==> src/rtl/uop_queue_if.sv <==
// Decoded-uop type and the decode/dispatch-facing bundle of the uop queue.
// decode_pkg sits in this file so it is compiled ahead of the queue that stores uop_t.
package decode_pkg;
  typedef struct packed {
    logic        valid;
    logic [31:0] pc;
    logic [15:0] op;
  } uop_t;
endpackage

interface uop_queue_if #(
  parameter int DEPTH = 16,
  parameter int ENQ_W = 4,
  parameter int DEQ_W = 4
);
  logic                                 flush;
  logic [ENQ_W-1:0]                     enq_valid;
  decode_pkg::uop_t [ENQ_W-1:0]         enq_uop;
  logic                                 enq_ready;
  logic [DEQ_W-1:0]                     deq_valid;
  decode_pkg::uop_t [DEQ_W-1:0]         deq_uop;
  logic [$clog2(DEQ_W+1)-1:0]           deq_count;
  logic [$clog2(DEPTH+1)-1:0]           count;

  modport master (
    output flush, enq_valid, enq_uop, deq_count,
    input  enq_ready, deq_valid, deq_uop, count
  );

  modport slave (
    input  flush, enq_valid, enq_uop, deq_count,
    output enq_ready, deq_valid, deq_uop, count
  );
endinterface

==> src/rtl/uop_queue.sv <==
// Circular multi-lane uop buffer between decode and rename/dispatch.
// Enqueue up to ENQ_W per cycle, present oldest DEQ_W in program order, flushable.
module uop_queue #(
  parameter int DEPTH = 16,
  parameter int ENQ_W = 4,
  parameter int DEQ_W = 4
) (
  input  logic         clk_i,
  input  logic         rst_ni,
  uop_queue_if.slave   q
);
  import decode_pkg::*;

  localparam int PTR_W = $clog2(DEPTH);
  localparam int CNT_W = $clog2(DEPTH+1);

  logic [PTR_W-1:0] head_q, tail_q;
  logic [CNT_W-1:0] count_q;
  logic [CNT_W-1:0] n_enq, n_deq, dc_ext;
  logic             enq_fire;
  logic             lane_bad;
  uop_t             mem [DEPTH];

  always_comb begin
    // Ready looks only at registered occupancy; a same-cycle dequeue never opens a slot.
    q.enq_ready = (count_q <= CNT_W'(DEPTH - ENQ_W));
    q.count     = count_q;
    enq_fire    = q.enq_ready && (q.enq_valid != '0);
    n_enq       = '0;
    lane_bad    = 1'b0;
    for (int i = 0; i < ENQ_W; i++) begin
      if (q.enq_valid[i]) begin
        n_enq = n_enq + CNT_W'(1);
        if (!q.enq_uop[i].valid) lane_bad = 1'b1;
      end
    end
    if (!enq_fire) n_enq = '0;
    dc_ext = CNT_W'(q.deq_count);
    n_deq  = (dc_ext > count_q) ? count_q : dc_ext;
    for (int j = 0; j < DEQ_W; j++) begin
      q.deq_valid[j] = (CNT_W'(j) < count_q);
      q.deq_uop[j]   = mem[head_q + PTR_W'(j)];
    end
  end

  always_ff @(posedge clk_i) begin
    if (!rst_ni) begin
      head_q  <= '0;
      tail_q  <= '0;
      count_q <= '0;
    end else if (q.flush) begin
      head_q  <= '0;
      tail_q  <= '0;
      count_q <= '0;
    end else begin
      head_q  <= head_q + PTR_W'(n_deq);
      tail_q  <= tail_q + PTR_W'(n_enq);
      count_q <= count_q + n_enq - n_deq;
    end
  end

  // Storage is not reset; validity is tracked purely by head/count.
  always_ff @(posedge clk_i) begin
    if (rst_ni && !q.flush && enq_fire) begin
      for (int i = 0; i < ENQ_W; i++) begin
        if (q.enq_valid[i]) mem[tail_q + PTR_W'(i)] <= q.enq_uop[i];
      end
    end
  end

  a_enq_prefix: assert property (@(posedge clk_i) disable iff (!rst_ni)
    ((q.enq_valid & (q.enq_valid + ENQ_W'(1))) == '0));
  a_deq_bound: assert property (@(posedge clk_i) disable iff (!rst_ni)
    (CNT_W'(q.deq_count) <= count_q));
  a_count_bound: assert property (@(posedge clk_i) disable iff (!rst_ni)
    (count_q <= CNT_W'(DEPTH)));
  a_uop_valid: assert property (@(posedge clk_i) disable iff (!rst_ni)
    !(enq_fire && lane_bad));

endmodule

==> src/flat_wrapper.sv <==
// flat-port wrapper written by rule: the top's interface ports become plain ports
module uop_queue_flat import decode_pkg::*;
#(
  parameter int DEPTH = 16,
  parameter int ENQ_W = 4,
  parameter int DEQ_W = 4
)
  (clk_i, rst_ni, q_flush, q_enq_valid, q_enq_uop, q_deq_count, q_enq_ready, q_deq_valid, q_deq_uop, q_count);
  uop_queue_if #(.DEPTH(DEPTH), .ENQ_W(ENQ_W), .DEQ_W(DEQ_W)) q_i ();
  input  logic clk_i;
  input  logic rst_ni;
  input wire logic [$bits(q_i.flush)-1:0] q_flush;
  input wire logic [$bits(q_i.enq_valid)-1:0] q_enq_valid;
  input wire logic [$bits(q_i.enq_uop)-1:0] q_enq_uop;
  input wire logic [$bits(q_i.deq_count)-1:0] q_deq_count;
  output wire logic [$bits(q_i.enq_ready)-1:0] q_enq_ready;
  output wire logic [$bits(q_i.deq_valid)-1:0] q_deq_valid;
  output wire logic [$bits(q_i.deq_uop)-1:0] q_deq_uop;
  output wire logic [$bits(q_i.count)-1:0] q_count;
  assign q_i.flush = q_flush;
  assign q_i.enq_valid = q_enq_valid;
  assign q_i.enq_uop = q_enq_uop;
  assign q_i.deq_count = q_deq_count;
  assign q_enq_ready = q_i.enq_ready;
  assign q_deq_valid = q_i.deq_valid;
  assign q_deq_uop = q_i.deq_uop;
  assign q_count = q_i.count;
  uop_queue #(.DEPTH(DEPTH), .ENQ_W(ENQ_W), .DEQ_W(DEQ_W)) u_core (.clk_i(clk_i), .rst_ni(rst_ni), .q(q_i));
endmodule
==> config.mk <==
export PLATFORM = sky130hd
export DESIGN_NAME = uop_queue_flat
export DESIGN_NICKNAME = d
export VERILOG_FILES = /design/src/rtl/uop_queue_if.sv /design/src/rtl/uop_queue.sv /design/src/flat_wrapper.sv
export SDC_FILE = /design/constraint.sdc
export NUM_CORES = 2
export LEC_CHECK = 0
export CAP_MARGIN = 20
export CORE_MARGIN = 2
export CORE_UTILIZATION = 25
export DETAILED_ROUTE_END_ITERATION = 6
export GPL_TIMING_DRIVEN = 0
export MAX_ROUTING_LAYER = met4
export PLACE_DENSITY = 0.46
export RECOVER_POWER = 25
export SYNTH_ARGS = -nofsm -noshare
export SYNTH_HDL_FRONTEND = slang
export SYNTH_SLANG_ARGS = --single-unit
==> constraint.sdc <==
create_clock -name clk_i -period 12.7 [get_ports clk_i]
set_clock_uncertainty 0.2 [all_clocks]
set_input_delay 2.54 -clock clk_i [delete_from_list [all_inputs] [get_ports clk_i]]
set_output_delay 2.54 -clock clk_i [all_outputs]
set_load 0.005 [all_outputs]
==> flow_results.org <==
** Run status
- Run status :: finished with violations
- The checks that failed: design-rule violations, max-capacitance violations, max-slew violations.

** Clock network
- Total number of clock tree sinks :: 797
- Clock transition at the registers of the reported paths :: 0.06 ns
- Number of buffers inserted for hold repair after clock tree synthesis :: 0
- In this run the clock root is driven by a sky130_fd_sc_hd__clkbuf_16.
- Clock buffers created by TritonCTS :: 107
- Clock Path Buffers :: 3
- TritonCTS built the clock tree.
- Count of cells resized by post-cts repair :: 0
- For the worst-skew pair, the clock arrives at the later sink with an insertion delay of 0.83 ns.
- H-tree levels :: 3
- In this run the post-CTS setup repair buffer count came out at 0.

** Logic synthesis
- Average footprint of a synthesized cell :: 11.23 µm²
- Counting every net in the synthesized netlist gives 6613.
- After synthesis, the largest area contributor takes up 32.88% of total cell area.
- Async set-reset flop share out of synthesis :: 0%
- Post-synth EDFFs :: 784
- The Yosys step of the flow raised 0 warnings.
- Synth Register Bits :: 797
- Ranked by total cell area, the synthesized netlist is headed by sky130_fd_sc_hd__edfxtp_1 33%, sky130_fd_sc_hd__mux4_2 31%, sky130_fd_sc_hd__mux2i_1 4.9%.
- Summed over all instances, the cell type with the most area after synthesis is sky130_fd_sc_hd__edfxtp_1.
- The cell count after synthesis came out at 6376.
- Summing the sequential cell areas from Yosys gives 33.25% of the chip area.
- The cell area that synthesis handed to floorplanning was 71590 µm².
- The netlist uses 61 different library cells.
- Top_reg_cell synth :: sky130_fd_sc_hd__edfxtp_1

** Detailed routing
- The detailed router finished its first iteration with 15223 violations.
- Antenna Nets Post-Route :: 0
- After detailed routing, the average wire length per cell comes to 47.70 µm.
- Met1 routed wirelength after detailed routing :: 191.8 mm
- The detailed router used layers up to and including met4.
- 1st-pass router iterations :: 7
- After detailed routing, the number of vias per cell comes to 6.912.
- In the detailed route, the total length drawn on met3 is 74.80 mm.
- The final layout contains routed wiring with a total length of 524.8 mm.
- Number of vias after detailed routing :: 76058
- Detailed-route DRC error count :: 12
- Summed over all nets, wire length on met2 after detailed routing comes to 215.8 mm.

** GRT
- Number of global-route vias before repair :: 69384
- Largest net degree at the start of global routing :: 31
- Congestion Overflow GR :: 0
- Wire length of the first global-routing pass :: 675.0 mm
- Initial antenna violation count :: 64
- GR Util All Layers :: 35.75%

** Setup path
- Sort of element at the end of the critical path :: primary output
- By startpoint and endpoint, the worst setup path is classified as reg2out.
- Required time at the worst-slack endpoint :: 9.96 ns
- CP arrival :: 8.63 ns
- Of all nets on the critical path, the largest fanout is 12.
- STA classifies the critical path startpoint as a flop.

** Place
- The congestion estimate from routability-driven global placement came to 1.008.
- Number of port buffers :: 361
- OpenSTA, run right after detailed placement, puts the worst setup slack at 2.923 ns.
- In this run the cell area measured after placement is 83770 µm².
- Detailed-placement wirelength estimate :: 390.4 mm

** Timing
- Achievable Freq :: 87.97 MHz
- In this run the tightest slew margin relative to its limit is -66.22%.
- Summed over all failing endpoints, the final setup total negative slack is 0 ns.
- Pins over their slew limit :: 178
- Counting I/O delays and the setup requirement, the final critical path takes 11.37 ns.
- Worst hold slack :: 0.4380 ns
- Setup repair after global routing left no endpoint under its margin.
- Dividing the final minimum period by the clock period gives 89.50%.
- Slew @ Worst Pin :: 2.493 ns
- The worst path meets setup with 1.333 ns of slack.
- Setup violations remaining at the end of the flow were counted as 0.
- The count of endpoints failing hold in the final timing report came to 0.

** Floorplan
- The die covers 290700 µm².
- The region available for standard cell placement spans 285000 µm².
- The floorplan step set the die height to 539.1 µm.
- Measured along the x axis, the die boundary spans 539.1 µm.
- After floorplanning, the core was divided into 196 placement rows.
- Starting utilization of the core area :: 25.12%
- 412 I/O pins were placed.

** Run
- Number of violations of the max-capacitance limit :: 15

** Hold path
- In this run the worst hold path is classified as reg2reg.

** Power and ir drop
- For this design the static power due to leakage is 28.31 nW.
- Power density cells :: 151.9 nW/µm²
- The worst-case IR drop observed on VDD is 0.1196 mV.
- Summing internal, switching and leakage power gives 13.33 mW.

** Finish
- At the end of the flow, the number of nets in the layout was 7321.
- Fraction of layout cells with a size suffix above 1 :: 23.52%
- Area overhead of the layout relative to synthesis :: 22.55%
- After routing the design area is 87740 µm².
[power by group]
group | internal, mW | switching, mW
combinational | 3.06 | 3.96
sequential | 3.01 | 0.0872
clock | 1.77 | 1.44
total | 7.84 | 5.49
[kinds of logic after synthesis]
family	Yosys count	synth area share, %
adder cells (fa/ha/maj)	31	0.6047
other	2	0.01049
flip-flops	797	33.25
XOR/XNOR	21	0.2674
multiplexers	1430	37.30
AND/OR/NAND/NOR	1440	9.434
AO/OA/AOI/OAI	1692	13.71
buffers and inverters	963	5.430
[flip-flops by register name, summed over array words and instances (netlist names)]
register        cells
u_core.head_q       4
u_core.q.count      5
u_core.mem        784
u_core.tail_q       4
[critical path, cell delays in order (launching register included)]
cell and delay, ns:
sky130_fd_sc_hd__dfxtp_1 0.45, sky130_fd_sc_hd__clkbuf_1 0.99, sky130_fd_sc_hd__buf_2 0.76, sky130_fd_sc_hd__clkbuf_1 0.71, sky130_fd_sc_hd__buf_16 0.25, sky130_fd_sc_hd__clkbuf_1 0.38
sky130_fd_sc_hd__inv_1 0.14, sky130_fd_sc_hd__ha_1 0.30, sky130_fd_sc_hd__clkbuf_1 0.20, sky130_fd_sc_hd__clkbuf_2 0.93, sky130_fd_sc_hd__clkbuf_1 1.04, sky130_fd_sc_hd__mux4_2 0.44
sky130_fd_sc_hd__mux4_2 0.64, sky130_fd_sc_hd__clkdlybuf4s50_1 0.52
[layout make-up]
| class | count | area, µm² |
|---|---|---|
| inverters | 19 | 71.32 |
| well taps | 3762 | 4707 |
| clock inverters | 68 | 631.9 |
| flip-flops and latches | 797 | 23800 |
| fillers | 29065 | 197200 |
| diodes | 68 | 170.2 |
| plain buffers | 944 | 3839 |
| multi-input cells | 4616 | 44030 |
| clock buffers | 131 | 2819 |
| repair buffers | 599 | 7667 |
[layer usage]
| layer | track usage [%] | vias to the layer above |
|---|---|---|
| li1 | - | 27197 |
| met1 | 42.57 | 38771 |
| met2 | 49.01 | 8140 |
| met3 | 14.63 | 1950 |
| met4 | 24.02 | 0 |
| met5 | - | - |
[cells in the mapped netlist, types with 2 or more instances]
cell type,n
sky130_fd_sc_hd__dfxtp_1,13
sky130_fd_sc_hd__buf_6,6
sky130_fd_sc_hd__and4b_1,3
sky130_fd_sc_hd__and3_1,212
sky130_fd_sc_hd__mux2_2,103
sky130_fd_sc_hd__nor4_1,4
sky130_fd_sc_hd__nor2_1,321
sky130_fd_sc_hd__a31oi_1,3
sky130_fd_sc_hd__nor4_4,3
sky130_fd_sc_hd__a211oi_1,197
sky130_fd_sc_hd__clkbuf_1,640
sky130_fd_sc_hd__conb_1,2
sky130_fd_sc_hd__nor3_1,204
sky130_fd_sc_hd__nor3_2,3
sky130_fd_sc_hd__nand2_1,499
sky130_fd_sc_hd__o21ai_1,118
sky130_fd_sc_hd__xor2_1,6
sky130_fd_sc_hd__buf_1,134
sky130_fd_sc_hd__and2_1,14
sky130_fd_sc_hd__mux4_2,980
sky130_fd_sc_hd__nand4b_1,2
sky130_fd_sc_hd__mux2i_1,347
sky130_fd_sc_hd__fa_1,6
sky130_fd_sc_hd__nand3_1,76
sky130_fd_sc_hd__o41ai_1,98
sky130_fd_sc_hd__o2111ai_1,4
sky130_fd_sc_hd__inv_1,19
sky130_fd_sc_hd__o21ai_0,564
sky130_fd_sc_hd__or3_1,10
sky130_fd_sc_hd__and4_1,2
sky130_fd_sc_hd__xnor2_1,14
sky130_fd_sc_hd__o22ai_1,347
sky130_fd_sc_hd__buf_4,9
sky130_fd_sc_hd__a21o_1,8
sky130_fd_sc_hd__edfxtp_1,784
sky130_fd_sc_hd__nor2b_1,51
sky130_fd_sc_hd__nand4_1,13
sky130_fd_sc_hd__or4_1,2
sky130_fd_sc_hd__ha_1,25
sky130_fd_sc_hd__buf_2,155
sky130_fd_sc_hd__nand2b_1,6
sky130_fd_sc_hd__a21oi_1,350
[worst paths after layout]
kind                                              startpoint                          end  slack (ns)  cells after the start
worst min-delay path             u_core.head_q[0]$_SDFF_PP0_  u_core.head_q[0]$_SDFF_PP0_        0.44                      2
worst max-delay path             u_core.head_q[1]$_SDFF_PP0_               q_deq_uop[155]        1.33                     13
worst min register to register   u_core.head_q[0]$_SDFF_PP0_  u_core.head_q[0]$_SDFF_PP0_        0.44                      2
worst max register to register  u_core.q.count[1]$_SDFF_PP0_  u_core.mem[0][14]$_DFFE_PP_        5.56                      8
[cell usage in the layout (no fill, tap or decap), types with 158 or more instances in the layout]
cell / n
sky130_fd_sc_hd__nor3_1: 206
sky130_fd_sc_hd__buf_8: 158
sky130_fd_sc_hd__mux2i_1: 347
sky130_fd_sc_hd__a21oi_1: 350
sky130_fd_sc_hd__edfxtp_1: 784
sky130_fd_sc_hd__o22ai_1: 347
sky130_fd_sc_hd__buf_2: 166
sky130_fd_sc_hd__nand2_1: 498
sky130_fd_sc_hd__and3_1: 212
sky130_fd_sc_hd__mux4_2: 980
sky130_fd_sc_hd__clkdlybuf4s50_1: 353
sky130_fd_sc_hd__nor2_1: 321
sky130_fd_sc_hd__clkbuf_1: 666
sky130_fd_sc_hd__o21ai_0: 583
sky130_fd_sc_hd__a211oi_1: 197
[through the flow]
stage,utilization (%),cells
2_1_floorplan,-,6376
3_3_place_gp,28.04,10499
3_5_place_dp,29.40,10696
4_1_cts,30.61,10895
5_1_grt,30.77,10981
6_report,30.79,11004
(Power assumes the default switching activity.)
